File: config.mk
export PLATFORM = sky130hd
export DESIGN_NAME = llr_frame_encoder
export DESIGN_NICKNAME = d
export VERILOG_FILES = /design/src/rtl/llr_frame_encoder_pkg.sv /design/src/rtl/llr_frame_encoder_lut_generator.sv /design/src/rtl/llr_frame_encoder.sv
export SDC_FILE = /design/constraint.sdc
export NUM_CORES = 1
export LEC_CHECK = 0
export CORE_MARGIN = 2
export CORE_UTILIZATION = 43
export CTS_BUF_LIST = sky130_fd_sc_hd__clkbuf_4 sky130_fd_sc_hd__clkbuf_8
export CTS_CLUSTER_DIAMETER = 80
export DETAILED_ROUTE_END_ITERATION = 10
export PLACE_DENSITY = 0.89
export SYNTH_ARGS = -nofsm -noshare
export SYNTH_HDL_FRONTEND = slang
export SYNTH_SLANG_ARGS = --single-unit
File: constraint.sdc
create_clock -name clk -period 3.55 [get_ports clk]
set_input_delay 0.355 -clock clk [delete_from_list [all_inputs] [get_ports clk]]
set_output_delay 0.355 -clock clk [all_outputs]
set_load 0.02 [all_outputs]
File: src/rtl/llr_frame_encoder_pkg.sv
// Shared dimensions and the systematic generator table for the LLR frame encoder.
// The parity rows come from the (15,7) cyclic code g(x) = x^8+x^7+x^6+x^4+1.
package llr_frame_encoder_pkg;

  localparam int INT_SIZE    = 8;
  localparam int DEF_WIDTH   = 8;
  localparam int DEF_N_V     = 15;
  localparam int DEF_K       = 7;
  localparam int DEF_LLR_MAG = 7;

  // Row i holds x^(P+i) mod g(x); the same source feeds the decoder's H construction.
  function automatic logic [15:0] gen_row_default(input logic [INT_SIZE-1:0] idx);
    logic [15:0] row;
    case (idx)
      8'd0:    row = 16'h00D1;
      8'd1:    row = 16'h0073;
      8'd2:    row = 16'h00E6;
      8'd3:    row = 16'h001D;
      8'd4:    row = 16'h003A;
      8'd5:    row = 16'h0074;
      8'd6:    row = 16'h00E8;
      default: row = '0;
    endcase
    return row;
  endfunction

endpackage

File: src/rtl/llr_frame_encoder_lut_generator.sv
// Combinational ROM returning the parity part of generator row gen_idx.
module lut_generator
  import llr_frame_encoder_pkg::*;
#(
  parameter int N_V = DEF_N_V,
  parameter int K   = DEF_K
) (
  input  logic [INT_SIZE-1:0] gen_idx,
  output logic [N_V-K-1:0]    gen_row
);

  localparam int P = N_V - K;

  always_comb begin
    gen_row = P'(gen_row_default(gen_idx));
  end

endmodule

File: src/rtl/llr_frame_encoder.sv
// Serial systematic encoder: accumulates K message bits, then holds the codeword
// as hard bits and as BPSK-mapped LLRs until the downstream takes it.
module llr_frame_encoder
  import llr_frame_encoder_pkg::*;
#(
  parameter int WIDTH   = DEF_WIDTH,
  parameter int N_V     = DEF_N_V,
  parameter int K       = DEF_K,
  parameter int LLR_MAG = DEF_LLR_MAG
) (
  input  logic                 clk,
  input  logic                 rst_n,
  input  logic                 in_valid,
  output logic                 in_ready,
  input  logic                 in_bit,
  input  logic                 in_sop,
  output logic                 out_valid,
  input  logic                 out_ready,
  output logic [N_V-1:0]       out_bits,
  output logic [WIDTH*N_V-1:0] all_llrs
);

  localparam int P  = N_V - K;
  localparam int CW = (K > 1) ? $clog2(K) : 1;

  localparam logic [0:0] ACCUM = 1'b0;
  localparam logic [0:0] HOLD  = 1'b1;

  localparam logic [WIDTH-1:0] POS_MAG = WIDTH'(LLR_MAG);
  localparam logic [WIDTH-1:0] NEG_MAG = ~POS_MAG + 1'b1;

  logic [0:0]          state, state_nxt;
  logic [CW-1:0]       cnt, cnt_nxt, idx;
  logic [K-1:0]        msg, msg_nxt;
  logic [P-1:0]        parity, parity_nxt, gen_row;
  logic [INT_SIZE-1:0] gen_idx;
  logic [WIDTH*N_V-1:0] llr_nxt;

  lut_generator #(.N_V(N_V), .K(K)) u_lut (
    .gen_idx(gen_idx),
    .gen_row(gen_row)
  );

  assign in_ready = (state == ACCUM);
  assign out_bits = {parity, msg};

  always_comb begin
    state_nxt  = state;
    cnt_nxt    = cnt;
    msg_nxt    = msg;
    parity_nxt = parity;
    idx        = in_sop ? '0 : cnt;
    gen_idx    = INT_SIZE'(idx);
    if (state == ACCUM) begin
      if (in_valid) begin
        // A start-of-packet drops whatever partial frame was in flight.
        msg_nxt      = in_sop ? '0 : msg;
        msg_nxt[idx] = in_bit;
        parity_nxt   = (in_sop ? '0 : parity) ^ (in_bit ? gen_row : '0);
        if (idx == CW'(K - 1)) begin
          cnt_nxt   = '0;
          state_nxt = HOLD;
        end else begin
          cnt_nxt = idx + CW'(1);
        end
      end
    end else if (out_ready) begin
      msg_nxt    = '0;
      parity_nxt = '0;
      state_nxt  = ACCUM;
    end
  end

  always_comb begin
    llr_nxt = '0;
    for (int unsigned j = 0; j < N_V; j++) begin
      llr_nxt[WIDTH*j +: WIDTH] = (j < K) ? (msg_nxt[j] ? NEG_MAG : POS_MAG)
                                          : (parity_nxt[j-K] ? NEG_MAG : POS_MAG);
    end
  end

  always_ff @(posedge clk or negedge rst_n) begin
    if (!rst_n) begin
      state     <= ACCUM;
      cnt       <= '0;
      msg       <= '0;
      parity    <= '0;
      out_valid <= 1'b0;
      all_llrs  <= {N_V{POS_MAG}};
    end else begin
      state     <= state_nxt;
      cnt       <= cnt_nxt;
      msg       <= msg_nxt;
      parity    <= parity_nxt;
      out_valid <= (state_nxt == HOLD);
      all_llrs  <= llr_nxt;
    end
  end

endmodule
# After elaboration in Yosys (flattened, before gate mapping)
# Index checks and enable logic that the tools add are counted.
[totals]
regBits = 139
input_bits = 6
output_inout_bits = 137
elab_cells = 53
[classes]
addsub = 1
n_lt_le_gt_ge = 2
eq_ne = 6
n_mux = 34
n_bitwise = 2
n_reduce_logical = 3
[op_table]
columns = ["op", "count"]
rows = [
  ["8-bit two-way mux", 20],
  ["8-bit one-hot mux with 7 select lines", 1],
  ["7-bit two-way mux", 4],
  ["3-bit equality test (second input constant)", 3],
  ["8-bit zero test", 1],
  ["8-bit XOR", 1],
  ["7-bit bitwise mux", 1],
  ["3-bit by 2-bit equality test with 1-bit output (second input constant)", 2],
  ["3-bit two-way mux", 2],
  ["1-bit two-way mux", 5],
  ["3-bit by 4-bit less-than comparator with 1-bit output (second input constant)", 1],
  ["3-bit by 1-bit adder with 3-bit output (second input constant)", 1],
  ["1-bit demux with 3-bit select", 1],
  ["3-bit by 1-bit equality test with 1-bit output (second input constant)", 1],
  ["3-bit by 1-bit greater-or-equal comparator with 1-bit output (second input constant)", 1],
  ["2-bit AND reduction", 1],
  ["1-bit logical AND", 1],
  ["1-bit inverter", 1],
]

# Logic depth before layout (Yosys ltp)
[logic_depth]
depth_word = 9
ltp_mapped = 8
depth_no_buf = 7

# Hierarchy
# A second synthesis with hierarchy kept.
[unflattened]
cells_unflattened = 273
hier_area_um2 = 2526.2
[modules_own_cells]
columns = ["module", "instances", "cells_per_inst", "area_per_inst_um2", "seq_area_each_um2"]
rows = [
  ["llr_frame_encoder", 1, 248, 2361.0, 869.6],
  ["lut_generator", 1, 25, 165.2, 0.0],
]

# Worst setup path before layout
# OpenSTA, ideal clock, no wires.
[synth_timing]
kind = "flip-flop to flip-flop"
start = "reg cnt[0]"
end = "reg all_llrs[90]"
setup_ns = 0.082
arrival_ns = 1.765
required_ns = 3.468
path_slack_ns = 1.703
stages_incl_launch_ff = 9
n_path_buf = 2
period_less_slack_ns = 1.847
cell_sequence = "dfrtp_1 buf_2 buf_2 and3_1 ha_1 or3b_1 a21oi_1 o21ai_0 o31a_1"
[synth_via]
elab_chain_cells = 8
elab_cells_between_ends = 14
classes_between = "6 x eq/ne; 6 x mux; 1 x bitwise; 1 x reduce/logical"
[synth_rtl]
columns = ["element", "line", "text"]
rows = [
  ["start, declared", "llr_frame_encoder.sv:33", "logic [CW-1:0] cnt, cnt_nxt, idx;"],
  ["start signal, assigned", "llr_frame_encoder.sv:92", "cnt <= cnt_nxt;"],
  ["3-bit two-way mux (*)", "llr_frame_encoder.sv:52", "idx = in_sop ? '0 : cnt;"],
  ["8-bit zero test, or another cell as far along", "llr_frame_encoder_pkg.sv:14", "case (idx)"],
  ["8-bit one-hot mux with 7 select lines (*)", "llr_frame_encoder_pkg.sv:14", ""],
  ["8-bit two-way mux (*)", "llr_frame_encoder.sv:59", "parity_nxt = (in_sop ? '0 : parity) ^ (in_bit ? gen_row : '0);"],
  ["8-bit XOR (*)", "llr_frame_encoder.sv:59", ""],
  ["8-bit two-way mux (*)", "llr_frame_encoder.sv:55", "if (in_valid) begin"],
  ["8-bit two-way mux (*)", "llr_frame_encoder.sv:54", "if (state == ACCUM) begin"],
  ["8-bit two-way mux (*)", "llr_frame_encoder.sv:78", ": (parity_nxt[j-K] ? NEG_MAG : POS_MAG);"],
  ["end signal, assigned", "llr_frame_encoder.sv:89", "all_llrs <= {N_V{POS_MAG}};"],
  ["end signal, assigned", "llr_frame_encoder.sv:96", "all_llrs <= llr_nxt;"],
  ["end, declared", "llr_frame_encoder.sv:20", "output logic [WIDTH*N_V-1:0] all_llrs"],
]
# Mark *: on every way between the ends. The rest lies on a longest branch, timed or not.
# A chain may end at the register's enable or synchronous reset.

# Final worst setup path
[layout_timing]
start = "in in_sop"
end = "reg all_llrs[90]"
[layout_via]
elab_chain_cells = 8
elab_cells_between_ends = 15
classes_between = "6 x eq/ne; 7 x mux; 1 x bitwise; 1 x reduce/logical"
[layout_rtl]
columns = ["element", "line", "text"]
rows = [
  ["start, declared", "llr_frame_encoder.sv:16", "input logic in_sop,"],
  ["3-bit two-way mux", "llr_frame_encoder.sv:52", ""],
  ["8-bit zero test, or another cell as far along", "llr_frame_encoder_pkg.sv:14", ""],
  ["8-bit one-hot mux with 7 select lines", "llr_frame_encoder_pkg.sv:14", ""],
  ["8-bit two-way mux", "llr_frame_encoder.sv:59", ""],
  ["8-bit XOR (*)", "llr_frame_encoder.sv:59", ""],
  ["8-bit two-way mux (*)", "llr_frame_encoder.sv:55", ""],
  ["8-bit two-way mux (*)", "llr_frame_encoder.sv:54", ""],
  ["8-bit two-way mux (*)", "llr_frame_encoder.sv:78", ""],
]
# Marks and branches as above.

==> results.md <==
- Die height: approximately 81 um
- Port Buffers: 127
- CP max FO: 21
- Max-Cap Viols: 0
- Postcts setup bufs: 0
- Clock Skews: 7.19 ps
- Final hold vios: 0
- Post-Syn Area per Cell: around 9 um^2
- R2R Path Start: cnt[0]
- Peak supply drop: 232 uV
- Initial drt markers: 97
- Async SR Flop Fraction: 1.00
- Crit path time final: 2220 ps
- Fmax achieved: 450 MHz
- Reg2reg path depth: 6
- Core area: between 5000 and 6000 um^2
- DR DRC count: 0
- Max-slew violations: 0
- Initial Util: 0.452
- Avg WL per Cell: 13.9 um
- Worst EP arrival: 2440 ps
- Die area: 6490 um^2
- Post-synthesis sequential area ratio: 0.345
- # resized after CTS: 0
- Clock slew at reported path FFs: about 70 ps
- Reg-to-reg critical path endpoint: all_llrs[90]
- Via density per instance: ~5
- Die Span X: 80.6 um
- Post-route ant nets: 0
- Post-DP HPWL: 3.84 mm
- TritonCTS clock tree: yes
- GRT Total Usage: 0.166
- Design area: 3200 um^2
- Share of cells above drive strength 1: 0.103
- Startpoint Class: input pin
- Mapped Cells: 274
- First-pass DRT Iterations: 4
- Worst-Margin Slew: 603 ps
- Area after DPL: 3110 um^2
- Outcome: complete, no violations
- Lkg Pwr: 1.26 nW
- Synth warn: 0
- Setup TNS Final: 0 ps
- Fillers: 472
- FF-to-FF setup slack: 1550 ps
- Critical Path End Type: register
- Final Cycle Share: 0.626
- Required time of the critical path: 3760 ps
- Clock buffer depth: 2
- Yosys cell types: 46
- Hold Buf Count CTS: 0
- Worst slew margin: 0.596
- Worst Path Class, Setup: in -> reg
- GRT overflow: 0
- Main flop type after synthesis: dfrtp_1
- Row Count: 27
- CTS Buf Count: 5
- GPL Wtd Cong: 0.850
- Clk_lat worst skew: 290 ps
- HP Class: in -> async
- Number of I/O pins: 143
- H-tree levels: 2
- DR vias: roughly 1900
- Area delta synth->final: 27.0%
- Yosys reg bits: 34
- Most common cell after layout, fill and taps aside: clkdlybuf4s50_1
- Ant diodes: 0
- Vias in the first global route: roughly 1800
- Nets: 316
- Num Clock Sinks: 34
- Synthesized area: 2520 um^2
- Commonest cells after routing, fill and taps aside: clkdlybuf4s50_1, dfrtp_1, o21ai_0
- Root Buffer: clkbuf_8
- Final wirelength: 5.31 mm
- Antenna violations before repair: 0
- First-pass GRT wire length: about 8.3 mm
- Pwr/cell area: about 500 nW/um^2
- Fin util: 0.574
- Final setup viols: 0
- Total power: between 1.5 and 2 mW
- Post-synth EDFFs: 0
- Pin count of the biggest net entering global routing: 35
- RSZ-0062 raised after global routing: no
cell usage after synthesis (2+ instances only):
library cell,count,area [um^2]
a21o_1,2,15.0
a21oi_1,7,35.0
a22o_1,4,35.0
a22oi_1,5,37.5
a31oi_1,2,12.5
a32o_1,3,30.0
a32oi_1,3,26.3
and3_1,3,18.8
buf_2,5,25.0
buf_4,107,803
clkbuf_1,3,11.3
dfrtp_1,19,475
dfstp_2,15,394
inv_1,3,11.3
mux2i_1,3,30.0
nand2_1,15,56.3
nand2b_1,6,37.5
nand3_1,2,10.0
nand3b_1,2,15.0
nor2_1,6,22.5
nor2b_1,5,31.3
nor3_1,5,25.0
nor3b_1,4,30.0
o21a_1,3,22.5
o21ai_0,16,80.1
o31a_1,3,26.3
o31ai_1,3,22.5
or3b_1,2,17.5
worst max path at each step:
stage	from	cells after the start	end
after global placement	in_sop	9	all_llrs[90]
after detailed placement	in_sop	9	all_llrs[90]
after CTS	in_sop	9	all_llrs[90]
final	in_sop	9	all_llrs[90]
after floorplan	cnt[0]	8	all_llrs[90]
after global routing	in_sop	9	register
critical path, cell delays in order:
cell and delay, ps:
clkdlybuf4s50_1 460, buf_4 220, inv_1 170, and3_1 180
ha_1 230, or3b_1 380, a21oi_1 150, o21ai_0 120
o31a_1 150
where the power goes:
group | leakage [nW] | switching [mW] | internal [mW]
clock | 0.0517 | 0.139 | 0.164
combinational | 0.801 | 0.399 | 0.368
sequential | 0.409 | 0.0816 | 0.453
total | 1.26 | 0.620 | 0.984
metrics by stage:
| stage | hold WS [ps] | cells | worst slack [ps] |
|---|---|---|---|
| after detailed placement | 557 | 374 | 1060 |
| after global placement | 521 | 374 | 1110 |
| final | 462 | 382 | 1330 |
| after global routing | 519 | 382 | 1190 |
| after CTS | 480 | 382 | 1350 |
| after floorplan | 59.4 | 288 | 1700 |
area by class of cell:
class                           instances  area, um^2  area share
Timing Repair Buffer                  130        1290       0.404
Tap cell                               72        90.1      0.0281
Multi-Input combinational cell        135         841       0.263
Inverter                                3        11.3     0.00352
Clock inverter                          1        5.00     0.00156
Sequential cell                        34         870       0.272
Clock buffer                            7        90.1      0.0281
logic make-up (layout without fill, tap and decap cells):
logic type               after synthesis  count (layout)  synth area share
multiplexers                           3               3            0.0119
XOR/XNOR                               1               1           0.00348
flip-flops                            34              34             0.345
adder cells (fa/ha/maj)                1               1           0.00496
buffers and inverters                119             141             0.342
other                                  1              15           0.00149
AO/OA/AOI/OAI                         60              60             0.170
AND/OR/NAND/NOR                       55              55             0.121
layer usage:
| layer | track usage | share of wire | vias to the layer above |
|---|---|---|---|
| met5 | 0 | 0 | - |
| met4 | 0.0559 | 0.014 | 0 |
| met3 | 0.0461 | 0.083 | 8 |
| met2 | 0.300 | 0.49 | 97 |
| met1 | 0.187 | 0.41 | 912 |
| li1 | - | - | 896 |
Power figures use the tool's default switching activity.
